===== src/rtl/pipe_ctrl_unit_if.sv =====
`default_nettype none
// ============================================================================
// Module   : pipe_ctrl_unit_if
// Brief    : IF/ID-side inputs and stage control outputs of pipe_ctrl_unit.
// Revision : 1.0
// ============================================================================
interface pipe_ctrl_unit_if #(
    parameter int ALU_OP_W = 3
);
    logic [5:0]          op_code;
    logic [5:0]          func;
    logic                no_op;
    logic                flush;

    logic                id_branch;
    logic                id_branch_n;
    logic                id_jump;
    logic                id_illegal;
    logic                mul_stall;

    logic                ex_reg_dst;
    logic                ex_alu_src;
    logic [ALU_OP_W-1:0] ex_alu_op;
    logic                ex_mul;
    logic                mem_read;
    logic                mem_write;
    logic                wb_reg_write;
    logic                wb_mem_to_reg;

    modport master (
        output op_code, func, no_op, flush,
        input  id_branch, id_branch_n, id_jump, id_illegal, mul_stall,
        input  ex_reg_dst, ex_alu_src, ex_alu_op, ex_mul,
        input  mem_read, mem_write, wb_reg_write, wb_mem_to_reg
    );

    modport slave (
        input  op_code, func, no_op, flush,
        output id_branch, id_branch_n, id_jump, id_illegal, mul_stall,
        output ex_reg_dst, ex_alu_src, ex_alu_op, ex_mul,
        output mem_read, mem_write, wb_reg_write, wb_mem_to_reg
    );
endinterface
`default_nettype wire


===== src/rtl/pipe_ctrl_unit.sv =====
`default_nettype none
// ============================================================================
// Module   : pipe_ctrl_unit
// Brief    : Registered MIPS control: ID decode plus ID/EX, EX/MEM, MEM/WB
//            control bundles with bubble, flush and multi-cycle mult stall.
// Revision : 1.0
// ============================================================================
module pipe_ctrl_unit #(
    parameter int ALU_OP_W = 3,
    parameter int MUL_LAT  = 4,
    parameter int EN_IMM   = 1
) (
    input  logic             clk,
    input  logic             rst,
    pipe_ctrl_unit_if.slave  bus
);

    localparam int c_CNT_W = $clog2(MUL_LAT) + 1;
    localparam logic [c_CNT_W-1:0] c_MUL_LOAD = c_CNT_W'(MUL_LAT - 1);
    localparam logic [c_CNT_W-1:0] c_CNT_ONE  = c_CNT_W'(1);

    localparam logic [5:0] c_OP_RTYPE = 6'b000000;
    localparam logic [5:0] c_OP_LW    = 6'b100011;
    localparam logic [5:0] c_OP_SW    = 6'b101011;
    localparam logic [5:0] c_OP_ADDI  = 6'b001000;
    localparam logic [5:0] c_OP_BEQ   = 6'b000100;
    localparam logic [5:0] c_OP_BNE   = 6'b000101;
    localparam logic [5:0] c_OP_J     = 6'b000010;

    localparam logic [5:0] c_FN_ADD   = 6'b100000;
    localparam logic [5:0] c_FN_SUB   = 6'b100010;
    localparam logic [5:0] c_FN_AND   = 6'b100100;
    localparam logic [5:0] c_FN_OR    = 6'b100101;
    localparam logic [5:0] c_FN_SLT   = 6'b101010;
    localparam logic [5:0] c_FN_MULT  = 6'b011000;

    localparam logic [ALU_OP_W-1:0] c_ALU_ADD  = ALU_OP_W'(0);
    localparam logic [ALU_OP_W-1:0] c_ALU_SUB  = ALU_OP_W'(1);
    localparam logic [ALU_OP_W-1:0] c_ALU_FUNC = ALU_OP_W'(2);

    typedef struct packed {
        logic                reg_dst;
        logic                alu_src;
        logic [ALU_OP_W-1:0] alu_op;
        logic                mul;
        logic                mem_read;
        logic                mem_write;
        logic                reg_write;
        logic                mem_to_reg;
    } idex_t;

    typedef struct packed {
        logic mem_read;
        logic mem_write;
        logic reg_write;
        logic mem_to_reg;
    } exmem_t;

    typedef struct packed {
        logic reg_write;
        logic mem_to_reg;
    } memwb_t;

    idex_t               w_dec;
    logic                w_branch;
    logic                w_branch_n;
    logic                w_jump;
    logic                w_illegal;
    logic                w_kill;
    logic                w_mul_stall;

    idex_t               idex_q,    idex_d;
    exmem_t              exmem_q,   exmem_d;
    memwb_t              memwb_q,   memwb_d;
    logic [c_CNT_W-1:0]  mul_cnt_q, mul_cnt_d;

    // Unknown op/func bits match no case item and fall into the illegal default.
    always_comb begin
        w_dec      = '0;
        w_branch   = 1'b0;
        w_branch_n = 1'b0;
        w_jump     = 1'b0;
        w_illegal  = 1'b0;
        case (bus.op_code)
            c_OP_RTYPE: begin
                case (bus.func)
                    c_FN_ADD, c_FN_SUB, c_FN_AND, c_FN_OR, c_FN_SLT: begin
                        w_dec.reg_write = 1'b1;
                        w_dec.reg_dst   = 1'b1;
                        w_dec.alu_op    = c_ALU_FUNC;
                    end
                    c_FN_MULT: begin
                        w_dec.mul    = 1'b1;
                        w_dec.alu_op = c_ALU_FUNC;
                    end
                    default: w_illegal = 1'b1;
                endcase
            end
            c_OP_LW: begin
                w_dec.reg_write  = 1'b1;
                w_dec.mem_read   = 1'b1;
                w_dec.mem_to_reg = 1'b1;
                w_dec.alu_src    = 1'b1;
                w_dec.alu_op     = c_ALU_ADD;
            end
            c_OP_SW: begin
                w_dec.mem_write = 1'b1;
                w_dec.alu_src   = 1'b1;
                w_dec.alu_op    = c_ALU_ADD;
            end
            c_OP_ADDI: begin
                if (EN_IMM != 0) begin
                    w_dec.reg_write = 1'b1;
                    w_dec.alu_src   = 1'b1;
                    w_dec.alu_op    = c_ALU_ADD;
                end else begin
                    w_illegal = 1'b1;
                end
            end
            c_OP_BEQ: begin
                w_branch     = 1'b1;
                w_dec.alu_op = c_ALU_SUB;
            end
            c_OP_BNE: begin
                w_branch_n   = 1'b1;
                w_dec.alu_op = c_ALU_SUB;
            end
            c_OP_J: begin
                w_jump = 1'b1;
            end
            default: w_illegal = 1'b1;
        endcase
    end

    assign w_kill      = bus.no_op | bus.flush;
    assign w_mul_stall = (mul_cnt_q != '0);

    // Hazard requests are only honoured once the multiply has released ID/EX.
    always_comb begin
        idex_d    = idex_q;
        mul_cnt_d = mul_cnt_q;
        exmem_d   = '0;
        memwb_d   = '0;

        if (!w_mul_stall) begin
            if (w_kill) begin
                idex_d = '0;
            end else begin
                idex_d = w_dec;
            end
        end

        if (!w_mul_stall && !w_kill && w_dec.mul) begin
            mul_cnt_d = c_MUL_LOAD;
        end else if (w_mul_stall) begin
            mul_cnt_d = mul_cnt_q - c_CNT_ONE;
        end

        if (!w_mul_stall) begin
            exmem_d.mem_read   = idex_q.mem_read;
            exmem_d.mem_write  = idex_q.mem_write;
            exmem_d.reg_write  = idex_q.reg_write;
            exmem_d.mem_to_reg = idex_q.mem_to_reg;
        end

        memwb_d.reg_write  = exmem_q.reg_write;
        memwb_d.mem_to_reg = exmem_q.mem_to_reg;
    end

    always_ff @(posedge clk or posedge rst) begin
        if (rst) begin
            idex_q    <= '0;
            exmem_q   <= '0;
            memwb_q   <= '0;
            mul_cnt_q <= '0;
        end else begin
            idex_q    <= idex_d;
            exmem_q   <= exmem_d;
            memwb_q   <= memwb_d;
            mul_cnt_q <= mul_cnt_d;
        end
    end

    assign bus.id_branch     = w_branch   & ~w_kill;
    assign bus.id_branch_n   = w_branch_n & ~w_kill;
    assign bus.id_jump       = w_jump     & ~w_kill;
    assign bus.id_illegal    = w_illegal;
    assign bus.mul_stall     = w_mul_stall;

    assign bus.ex_reg_dst    = idex_q.reg_dst;
    assign bus.ex_alu_src    = idex_q.alu_src;
    assign bus.ex_alu_op     = idex_q.alu_op;
    assign bus.ex_mul        = idex_q.mul;
    assign bus.mem_read      = exmem_q.mem_read;
    assign bus.mem_write     = exmem_q.mem_write;
    assign bus.wb_reg_write  = memwb_q.reg_write;
    assign bus.wb_mem_to_reg = memwb_q.mem_to_reg;

endmodule
`default_nettype wire


===== src/flat_wrapper.sv =====
// flat-port wrapper written by rule: the top's interface ports become plain ports
module pipe_ctrl_unit_flat 
#(
    parameter int ALU_OP_W = 3,
    parameter int MUL_LAT  = 4,
    parameter int EN_IMM   = 1
)
  (clk, rst, bus_op_code, bus_func, bus_no_op, bus_flush, bus_id_branch, bus_id_branch_n, bus_id_jump, bus_id_illegal, bus_mul_stall, bus_ex_reg_dst, bus_ex_alu_src, bus_ex_alu_op, bus_ex_mul, bus_mem_read, bus_mem_write, bus_wb_reg_write, bus_wb_mem_to_reg);
  pipe_ctrl_unit_if #(.ALU_OP_W(ALU_OP_W)) bus_i ();
  input  logic clk;
  input  logic rst;
  input wire logic [$bits(bus_i.op_code)-1:0] bus_op_code;
  input wire logic [$bits(bus_i.func)-1:0] bus_func;
  input wire logic [$bits(bus_i.no_op)-1:0] bus_no_op;
  input wire logic [$bits(bus_i.flush)-1:0] bus_flush;
  output wire logic [$bits(bus_i.id_branch)-1:0] bus_id_branch;
  output wire logic [$bits(bus_i.id_branch_n)-1:0] bus_id_branch_n;
  output wire logic [$bits(bus_i.id_jump)-1:0] bus_id_jump;
  output wire logic [$bits(bus_i.id_illegal)-1:0] bus_id_illegal;
  output wire logic [$bits(bus_i.mul_stall)-1:0] bus_mul_stall;
  output wire logic [$bits(bus_i.ex_reg_dst)-1:0] bus_ex_reg_dst;
  output wire logic [$bits(bus_i.ex_alu_src)-1:0] bus_ex_alu_src;
  output wire logic [$bits(bus_i.ex_alu_op)-1:0] bus_ex_alu_op;
  output wire logic [$bits(bus_i.ex_mul)-1:0] bus_ex_mul;
  output wire logic [$bits(bus_i.mem_read)-1:0] bus_mem_read;
  output wire logic [$bits(bus_i.mem_write)-1:0] bus_mem_write;
  output wire logic [$bits(bus_i.wb_reg_write)-1:0] bus_wb_reg_write;
  output wire logic [$bits(bus_i.wb_mem_to_reg)-1:0] bus_wb_mem_to_reg;
  assign bus_i.op_code = bus_op_code;
  assign bus_i.func = bus_func;
  assign bus_i.no_op = bus_no_op;
  assign bus_i.flush = bus_flush;
  assign bus_id_branch = bus_i.id_branch;
  assign bus_id_branch_n = bus_i.id_branch_n;
  assign bus_id_jump = bus_i.id_jump;
  assign bus_id_illegal = bus_i.id_illegal;
  assign bus_mul_stall = bus_i.mul_stall;
  assign bus_ex_reg_dst = bus_i.ex_reg_dst;
  assign bus_ex_alu_src = bus_i.ex_alu_src;
  assign bus_ex_alu_op = bus_i.ex_alu_op;
  assign bus_ex_mul = bus_i.ex_mul;
  assign bus_mem_read = bus_i.mem_read;
  assign bus_mem_write = bus_i.mem_write;
  assign bus_wb_reg_write = bus_i.wb_reg_write;
  assign bus_wb_mem_to_reg = bus_i.wb_mem_to_reg;
  pipe_ctrl_unit #(.ALU_OP_W(ALU_OP_W), .MUL_LAT(MUL_LAT), .EN_IMM(EN_IMM)) u_core (.clk(clk), .rst(rst), .bus(bus_i));
endmodule

===== config.mk =====
export PLATFORM = sky130hd
export DESIGN_NAME = pipe_ctrl_unit_flat
export DESIGN_NICKNAME = d
export VERILOG_FILES = /design/src/rtl/pipe_ctrl_unit_if.sv /design/src/rtl/pipe_ctrl_unit.sv /design/src/flat_wrapper.sv
export SDC_FILE = /design/constraint.sdc
export NUM_CORES = 1
export LEC_CHECK = 0
export ABC_AREA = 1
export BUFFER_PORTS_ARGS = -buffer_cell sky130_fd_sc_hd__buf_4
export CORE_UTILIZATION = 25
export DETAILED_ROUTE_END_ITERATION = 16
export GPL_TIMING_DRIVEN = 0
export PLACE_DENSITY_LB_ADDON = 0.2
export SETUP_SLACK_MARGIN = 0.15
export SLEW_MARGIN = 20
export SYNTH_ARGS = -nofsm -noshare
export SYNTH_HDL_FRONTEND = slang
export SYNTH_SLANG_ARGS = --single-unit

===== constraint.sdc =====
create_clock -name clk -period 1.5 [get_ports clk]
set_input_delay 0.3 -clock clk [delete_from_list [all_inputs] [get_ports clk]]
set_output_delay 0.3 -clock clk [all_outputs]
set_load 0.005 [all_outputs]

======== Word level (Yosys, flattened, before mapping) ========
Index checks and enable logic that the tools add are counted.
W data, S select, Z words.
operators by class
  add/subtract/negate cells ............... 1
  equality and inequality tests ........... 12
  multiplexer cells ....................... 19
  bitwise gates (word level) .............. 5
  reductions and logical operators ........ 13
operator list
  operator               count
  $eq A6 B6 Y1 const B   7
  $eq A6 B3 Y1 const B   2
  $reduce_or A6 Y1       2
  $mux W1                11
  $mux W10               1
  $eq A6 B2 Y1 const B   1
  $eq A6 B4 Y1 const B   1
  $eq A6 B5 Y1 const B   1
  $logic_not A6 Y1       1
  $mux W3                2
  $reduce_or A5 Y1       1
  $mux W4                1
  $pmux W1 S2            2
  $pmux W2 S2            1
  $reduce_or A2 Y1       2
  $and A1 B1 Y1          3
  $reduce_bool A3 Y1     1
  $reduce_or A3 Y1       1
  $sub A3 B1 Y3 const B  1
  $logic_and A1 B1 Y1    2
  $logic_not A1 Y1       2
  $mux W2                1
  $reduce_bool A2 Y1     1
  $not A1 Y1             1
  $or A1 B1 Y1           1
word-level totals
  bits in registers ....................... 19
  input port bits ......................... 16
  output and inout port bits .............. 15
  word-level logic and storage cells ...... 65

======== Depth between registers and ports, before layout ========
Gate-level depths: netlist (run 1).
  depth in word-level cells ............... 5
  mapped depth ............................ 10
  gate-level depth less buffers ........... 9

======== Least setup slack after synthesis (run 1) ========
OpenSTA, ideal clock, no wires.
  kind .................................... register to register
  from .................................... register u_core.mul_cnt_q[0]
  to ...................................... register u_core.mul_cnt_q[1]
  setup time .............................. 0.116 ns
  arrival ................................. 1.272 ns
  data required time ...................... 1.384 ns
  slack ................................... 0.112 ns
  cell stages (with the launch flop) ...... 11
  path buffers ............................ 1
  clock period less this slack ............ 1.388 ns
  cell sequence ........................... dfrtp_1 > inv_1 > ha_1 > ha_1 > buf_4 > inv_4 > nor2_8 > nand3_4 > nand2_2 > nand2_1 > nand2_1
on the way
  longest elaborated chain between the ends .. 5
  elaborated cells between the ends (all ways) .. 8
  those cells by class .................... add/sub: 1; mux: 2; reduce/logical: 5
RTL lines
  what                                                  line                   text
  from (decl)                                           pipe_ctrl_unit.sv:75   logic [c_CNT_W-1:0] mul_cnt_q, mul_cnt_d;
  from (signal assigned)                                pipe_ctrl_unit.sv:180  mul_cnt_q <= mul_cnt_d;
  $reduce_bool A3 Y1 *                                  pipe_ctrl_unit.sv:136  assign w_mul_stall = (mul_cnt_q != '0);
  named net bus_mul_stall                               flat_wrapper.sv:20     output wire logic [$bits(bus_i.mul_stall)-1:0] bus_mul_stall;
  $logic_not A1 Y1                                      -
  $logic_and A1 B1 Y1 (2 in a row)                      pipe_ctrl_unit.sv:153  if (!w_mul_stall && !w_kill && w_dec.mul) begin
  $mux W3 / $reduce_bool A2 Y1 (equally long branches)  -
The timed path passes the listed nets; every way through them passes the cells marked *. The select of a mux whose other input is x is not followed.
A chain may end at the register's enable or synchronous reset.

======== Worst setup path in the final report (run 1) ========
  from .................................... register u_core.mul_cnt_q[0]
  to ...................................... output port bus_mul_stall
on the way
  longest elaborated chain between the ends .. 1
RTL lines
  what                line
  $reduce_bool A3 Y1  pipe_ctrl_unit.sv:136
  to (decl)           flat_wrapper.sv:20
Every way passes these cells.

==> results of run 1 <==
-- per-stage QoR --
stage / TNS, ns / std cells / hold slack [ns] / total power, uW / utilization, %
2_1_floorplan: 0 / 117 / 0.2137 / 836.6 / -
3_3_place_gp: 0 / 192 / 0.3349 / 946.2 / 35.09
3_5_place_dp: 0 / 192 / 0.3373 / 964.8 / 35.09
4_1_cts: -0.2063 / 199 / 0.1055 / 1416 / 39.60
5_1_grt: -0.6762 / 206 / 0.1291 / 1586 / 43.30
6_report: -0.1260 / 206 / 0.09100 / 1467 / 43.30
-- worst max path at each step --
stage,depth (start not counted),slack (ns),startpoint,endpoint
after global placement,9,0.05,u_core.mul_cnt_q[0],u_core.mul_cnt_q[1]
after floorplan,10,0.16,u_core.mul_cnt_q[0],u_core.mul_cnt_q[1]
after detailed placement,9,0.01,u_core.mul_cnt_q[0],u_core.mul_cnt_q[1]
after CTS,6,-0.08,u_core.mul_cnt_q[1],bus_mul_stall
final,6,-0.06,u_core.mul_cnt_q[0],bus_mul_stall
after global routing,11,-0.12,u_core.mul_cnt_q[0],u_core.mul_cnt_q[1]
-- power groups by stage --
stage | logic, uW | registers (uW) | clock network (uW)
floorplan | 326 | 511 | 0
global placement | 432 | 514 | 0
detailed placement | 448 | 517 | 0
CTS | 608 | 516 | 293
global route | 757 | 521 | 309
finish | 675 | 515 | 277
-- cells in the final DEF, fill, tap and decap left out --
master    synthesis  layout
o21ai_2           0       2
inv_1            19      16
clkbuf_8          0       1
nor2_8            1       1
or2_4             1       1
conb_1            1       1
nand2_1          31      28
nand2_2           2       5
o21ai_1           2       1
dfrtp_1          16      16
nor4_4            0       1
ha_4              0       2
clkbuf_4          0       3
inv_4             1       1
nor2_2            1       5
o21ai_0           2       1
nand3_2           0       5
nor2_4            3       5
nand3_4           1       2
or2_2             1       1
nand3_1          12       6
o211ai_2          1       1
nor2_1           12       6
buf_4             4      33
nor3_2            0       1
inv_8             0       1
nand4_1           1       1
buf_6             0       8
buf_8             0       2
inv_2             1       3
-- worst max-delay path: cells and delay by family (launching register included) --
kind | cells | cell delay [ns]
adder cells (fa/ha/maj) | 2 | 0.31
buffers and inverters | 4 | 0.31
flip-flops | 1 | 0.37
-- kinds of logic (layout without fill, tap and decap cells) --
group | Yosys count | count (layout) | synth area share [%]
fa+ha+maj | 2 | 2 | 2.728
other cells | 1 | 1 | 0.4089
compound gates | 5 | 5 | 3.547
simple gates | 68 | 68 | 37.52
flops | 16 | 16 | 43.66
buf+inv | 25 | 68 | 12.14
-- routing by layer --
metal  up-vias  track usage (%)  part of all wire [%]
li1        438                -                     -
met1       389            13.33                    46
met2        24            18.89                    48
met3         2            2.190                   4.5
met4         0            4.360                   1.1
met5         -                0                     0
-- area by class of cell --
class | count | share of cell area (%)
inverter | 21 | 6.007
timing repair buffer | 39 | 22.59
sequential | 16 | 27.07
buffer | 4 | 2.284
multi-input combinational | 76 | 35.70
tap | 46 | 3.892
clock buffer | 4 | 2.453
-- what timing repair did --
action / 4_1_cts / 5_1_grt
gates resized for setup: 25 / 19
setup endpoints to repair: 13 / 14
pin swaps: 11 / 18
buffers inserted: 3 / 7
==> results.tsv, run 1 <==
metric	value	unit
grt_pass1_wl	3.491	mm
drc_errors	0	
synth-edff-count	0	
core	3416	um^2
final_area	1479	um^2
multi_input_area	528.0	um^2
fin_nets	179	
place_worst_setup_slack	0.01480	ns
synth_area_leader_cell	dfrtp_1	
drt_iter0_drc	40	
wl_per_cell	9.558	um
swShare	33.87	%
cpPeakStageDelay	0.37	ns
seq_area_frac_synth	43.66	%
status	finished with violations	
worstSetupPathType	reg -> out	
dp_hpwl	1.418	mm
hold_viol_final	0	
relSlewSlack	58.86	%
dieArea	3915	um^2
drtPass1Iterations	4	
worst_pin_slew	0.6164	ns
yosys.area.top_type_share	43.66	%
critPathRequiredTime	1.20	ns
path_cells	inv_2, ha_4, ha_4, buf_6, inv_8, buf_6	
slowest_stage	dfrtp_1	
vias	853	
regArea	400.4	um^2
cts_buffers	3	
clockBufferDepth	2	
p_sw	496.8	uW
place_area	1199	um^2
n_fill_cell	337	
synth-seq-cells	16	
combinationalPowerShare	46.0	%
reg2reg_from	u_core.mul_cnt_q[0]	
max_freq	0.6396	GHz
fin_crit_sh	104.2	%
pwr-share-clk	18.9	%
place_congestion	0.6767	
overflow	0	
setup_viol	5	
cts_tree	yes	
cp.arrival	1.26	ns
r2r-end	u_core.mul_cnt_q[1]	
ys.warnings.count	0	
rsz0062_at_grt	true	
skew	0.004099	ns
diodes	0	
pwr-share-seq	35.1	%
cp-end-kind	output port	
yosysUniqueCellTypes	23	
worst_ir_drop_vdd	0.2841	mV
cts.clk_slew.worst_paths	0.09	ns
slew_violations	0	
final_antenna_net_count	0	
ys_top_cells_by_count	31 x nand2_1, 19 x inv_1, 16 x dfrtp_1, 12 x nand3_1, 12 x nor2_1	
synth_area_leaders	dfrtp_1 44%, nand2_1 13%, inv_1 7.8%, nand3_1 6.5%, nor2_1 4.9%	
syn-cell-area	917.1	um^2
grt_max_degree	17	
grtUsageTotal	10.99	%
min_path_type	in -> async	
synth_nets	135	
antenna_found_initial	0	
synth_ff_type	dfrtp_1	
wirelength	1.969	mm
yosysMostFrequentCell	nand2_1	
initial_utilization	26.85	%
final.setup.worst_slack	-0.06337	ns
powerDensity	991.9	nW/um^2
clk_latency	0.28	ns
drv_cap	0	
async_reset_ff_share	100.0	%
htree_levels	1	
cts.sinks	16	
boundaryPins	31	
startpoint_type	flip-flop	
p_int	970.1	uW
r2r_cells	11	
crit_fanout	3	
drive_above_1_share	52.50	%
syn_to_final_growth	61.26	%
io_buffers	29	
cts_root_buffer	clkbuf_4	
vias_per_cell	4.141	
die_h	62.57	um
grt_pass1_vias	826	
rrSetupSlack	-0.03	ns
violations	negative setup slack	
synth.avg_cell_area	7.839	um^2
num_rows	21	
period_needed	1.563	ns
p_leak	0.0007971	uW
syn_inst	117	
ctsHoldBuffers	0	
chipWidth	62.57	um
Note: power is estimated with default switching activity, not from simulation.
==> run 2, diff against run 1 <==
CORE_ASPECT_RATIO = 1.1   (was default)
==> run 2 against run 1 <==
Net effect:
- the run still ends with negative setup slack left
- power grew 1.5%
- core utilization grew 2.0 points
- die area is essentially flat
- combinational power grew 3%
- critical path depth is the same
- register-to-register slack is essentially flat
- clock power grew 2%
- clock skew shrank 0.0017 ns
- highest routed layer unchanged
==> results.tsv, run 2 (synthesis results as in run 1) <==
metric	value	unit
cp-startpoint	u_core.mul_cnt_q[0]	
dieArea	3915	um^2
cts.clk_slew.worst_paths	0.10	ns
min_path_type	in -> async	
startpoint_type	flip-flop	
cp-end-kind	output port	
drt_iter0_drc	7	
r2r-end	u_core.bus.ex_alu_src	
reg2reg_from	u_core.mul_cnt_q[0]	
max_freq	0.6323	GHz
initial_utilization	26.87	%
grt_max_degree	17	
drc_errors	0	
rrSetupSlack	-0.03	ns
chipWidth	59.75	um
violations	negative setup slack	
syn_to_final_growth	68.49	%
drive_above_1_share	52.07	%
io_buffers	29	
r2r_cells	10	
final_area	1545	um^2
num_rows	22	
whs	0.08024	ns
drtPass1Iterations	4	
die_h	65.53	um
cp.arrival	1.28	ns
p_leak	0.0008477	uW
overflow	0	
place_congestion	0.6941	
diodes	0	
setup_tns	-0.1974	ns
vias_per_cell	4.092	
relSlewSlack	60.14	%
swShare	33.82	%
ctsHoldBuffers	0	
endpoint	bus_mul_stall	
hold_viol_final	0	
p_int	985.4	uW
worst_pin_slew	0.5973	ns
drv_cap	0	
mostFrequentLayoutCells	42 x buf_4, 30 x nand2_1, 17 x inv_1	
grt_pass1_vias	829	
p_sw	503.5	uW
critPathRequiredTime	1.20	ns
status	finished with violations	
htree_levels	1	
wl_per_cell	9.594	um
clockBufferDepth	2	
final_antenna_net_count	0	
vias	888	
pwr-share-seq	34.6	%
antenna_found_initial	0	
layout_commonest_cell	buf_4	
cts_tree	yes	
core	3413	um^2
pwr-share-clk	18.9	%
crit_fanout	2	
cts.sinks	16	
period_needed	1.582	ns
setup_viol	6	
cts_root_buffer	clkbuf_4	
worstSetupPathType	reg -> out	
final.setup.worst_slack	-0.08156	ns
powerDensity	963.5	nW/um^2
rsz0062_at_grt	true	
wirelength	2.082	mm
clk_latency	0.28	ns
combinationalPowerShare	46.5	%
fin_nets	188	
grt_pass1_wl	3.208	mm
dp_hpwl	1.403	mm
grtUsageTotal	10.72	%
skew	0.002433	ns
n_fill_cell	368	
slew_violations	0	
cts_buffers	3	
place_area	1201	um^2
boundaryPins	31	
fin_crit_sh	105.4	%
worst_ir_drop_vdd	0.4322	mV
-- run 2: changes by cell type in the layout (fill, tap and decap cells not counted), sizes merged --
| cell | delta |
|---|---|
| buf | +9 |
-- run 2: cell type report --
type / instances / area (um^2) / share of cell area [%]
multi-input combinational: 76 / 520.5 / 33.68
tap: 48 / 60.06 / 3.887
clock buffer: 4 / 36.28 / 2.348
buffer: 4 / 33.78 / 2.186
inverter: 21 / 88.84 / 5.749
sequential: 16 / 400.4 / 25.91
timing repair buffer: 48 / 405.4 / 26.23
-- run 2: worst min path at each step --
| stage | start | end | slack [ns] | depth (start not counted) |
|---|---|---|---|---|
| global placement | u_core.exmem_q[1] | u_core.bus.wb_reg_write | 0.33 | 0 |
| finish | rst | u_core.bus.wb_reg_write | 0.08 | 2 |
| floorplan | rst | u_core.bus.ex_alu_op[0] | 0.21 | 1 |
| global route | rst | u_core.bus.wb_reg_write | 0.11 | 2 |
| CTS | rst | u_core.mul_cnt_q[2] | 0.1 | 2 |
| detailed placement | u_core.exmem_q[1] | u_core.bus.wb_reg_write | 0.34 | 0 |
-- run 2: per-layer routing --
| layer | up-vias | global-route usage [%] | wire length [um] |
|---|---|---|---|
| met5 | - | 0 | 0 |
| met4 | 0 | 4.360 | 12 |
| met3 | 2 | 2.362 | 97 |
| met2 | 20 | 19.31 | 1127 |
| met1 | 406 | 11.84 | 845 |
| li1 | 460 | - | - |
-- run 2: critical path, cell delays in order (launching register included) --
cell     delay [ns]
dfrtp_1        0.39
inv_2          0.07
ha_4           0.16
ha_4           0.15
buf_6          0.12
inv_8          0.04
buf_6          0.08
-- run 2: repair_timing --
item	CTS	global route
setup buffers	11	8
gates cloned	0	0
endpoints found under the setup margin	13	15
pin swaps	9	15
resized for setup	26	15
-- run 2: power by group through the flow --
stage / Clock (uW) / Sequential [uW] / Combinational (uW)
2_1_floorplan: 0 / 511 / 326
3_3_place_gp: 0 / 515 / 437
3_5_place_dp: 0 / 517 / 448
4_1_cts: 291 / 514 / 620
5_1_grt: 309 / 519 / 778
6_report: 282 / 515 / 692
-- run 2: stage by stage --
stage	setup WS (ns)	power, uW	util, %	cells
global route	-0.1255	1607	45.27	217
detailed placement	0.02060	964.5	35.19	194
global placement	0.05181	952.3	35.19	194
CTS	-0.07754	1425	41.68	209
floorplan	0.1630	836.6	-	117
finish	-0.08156	1489	45.27	217
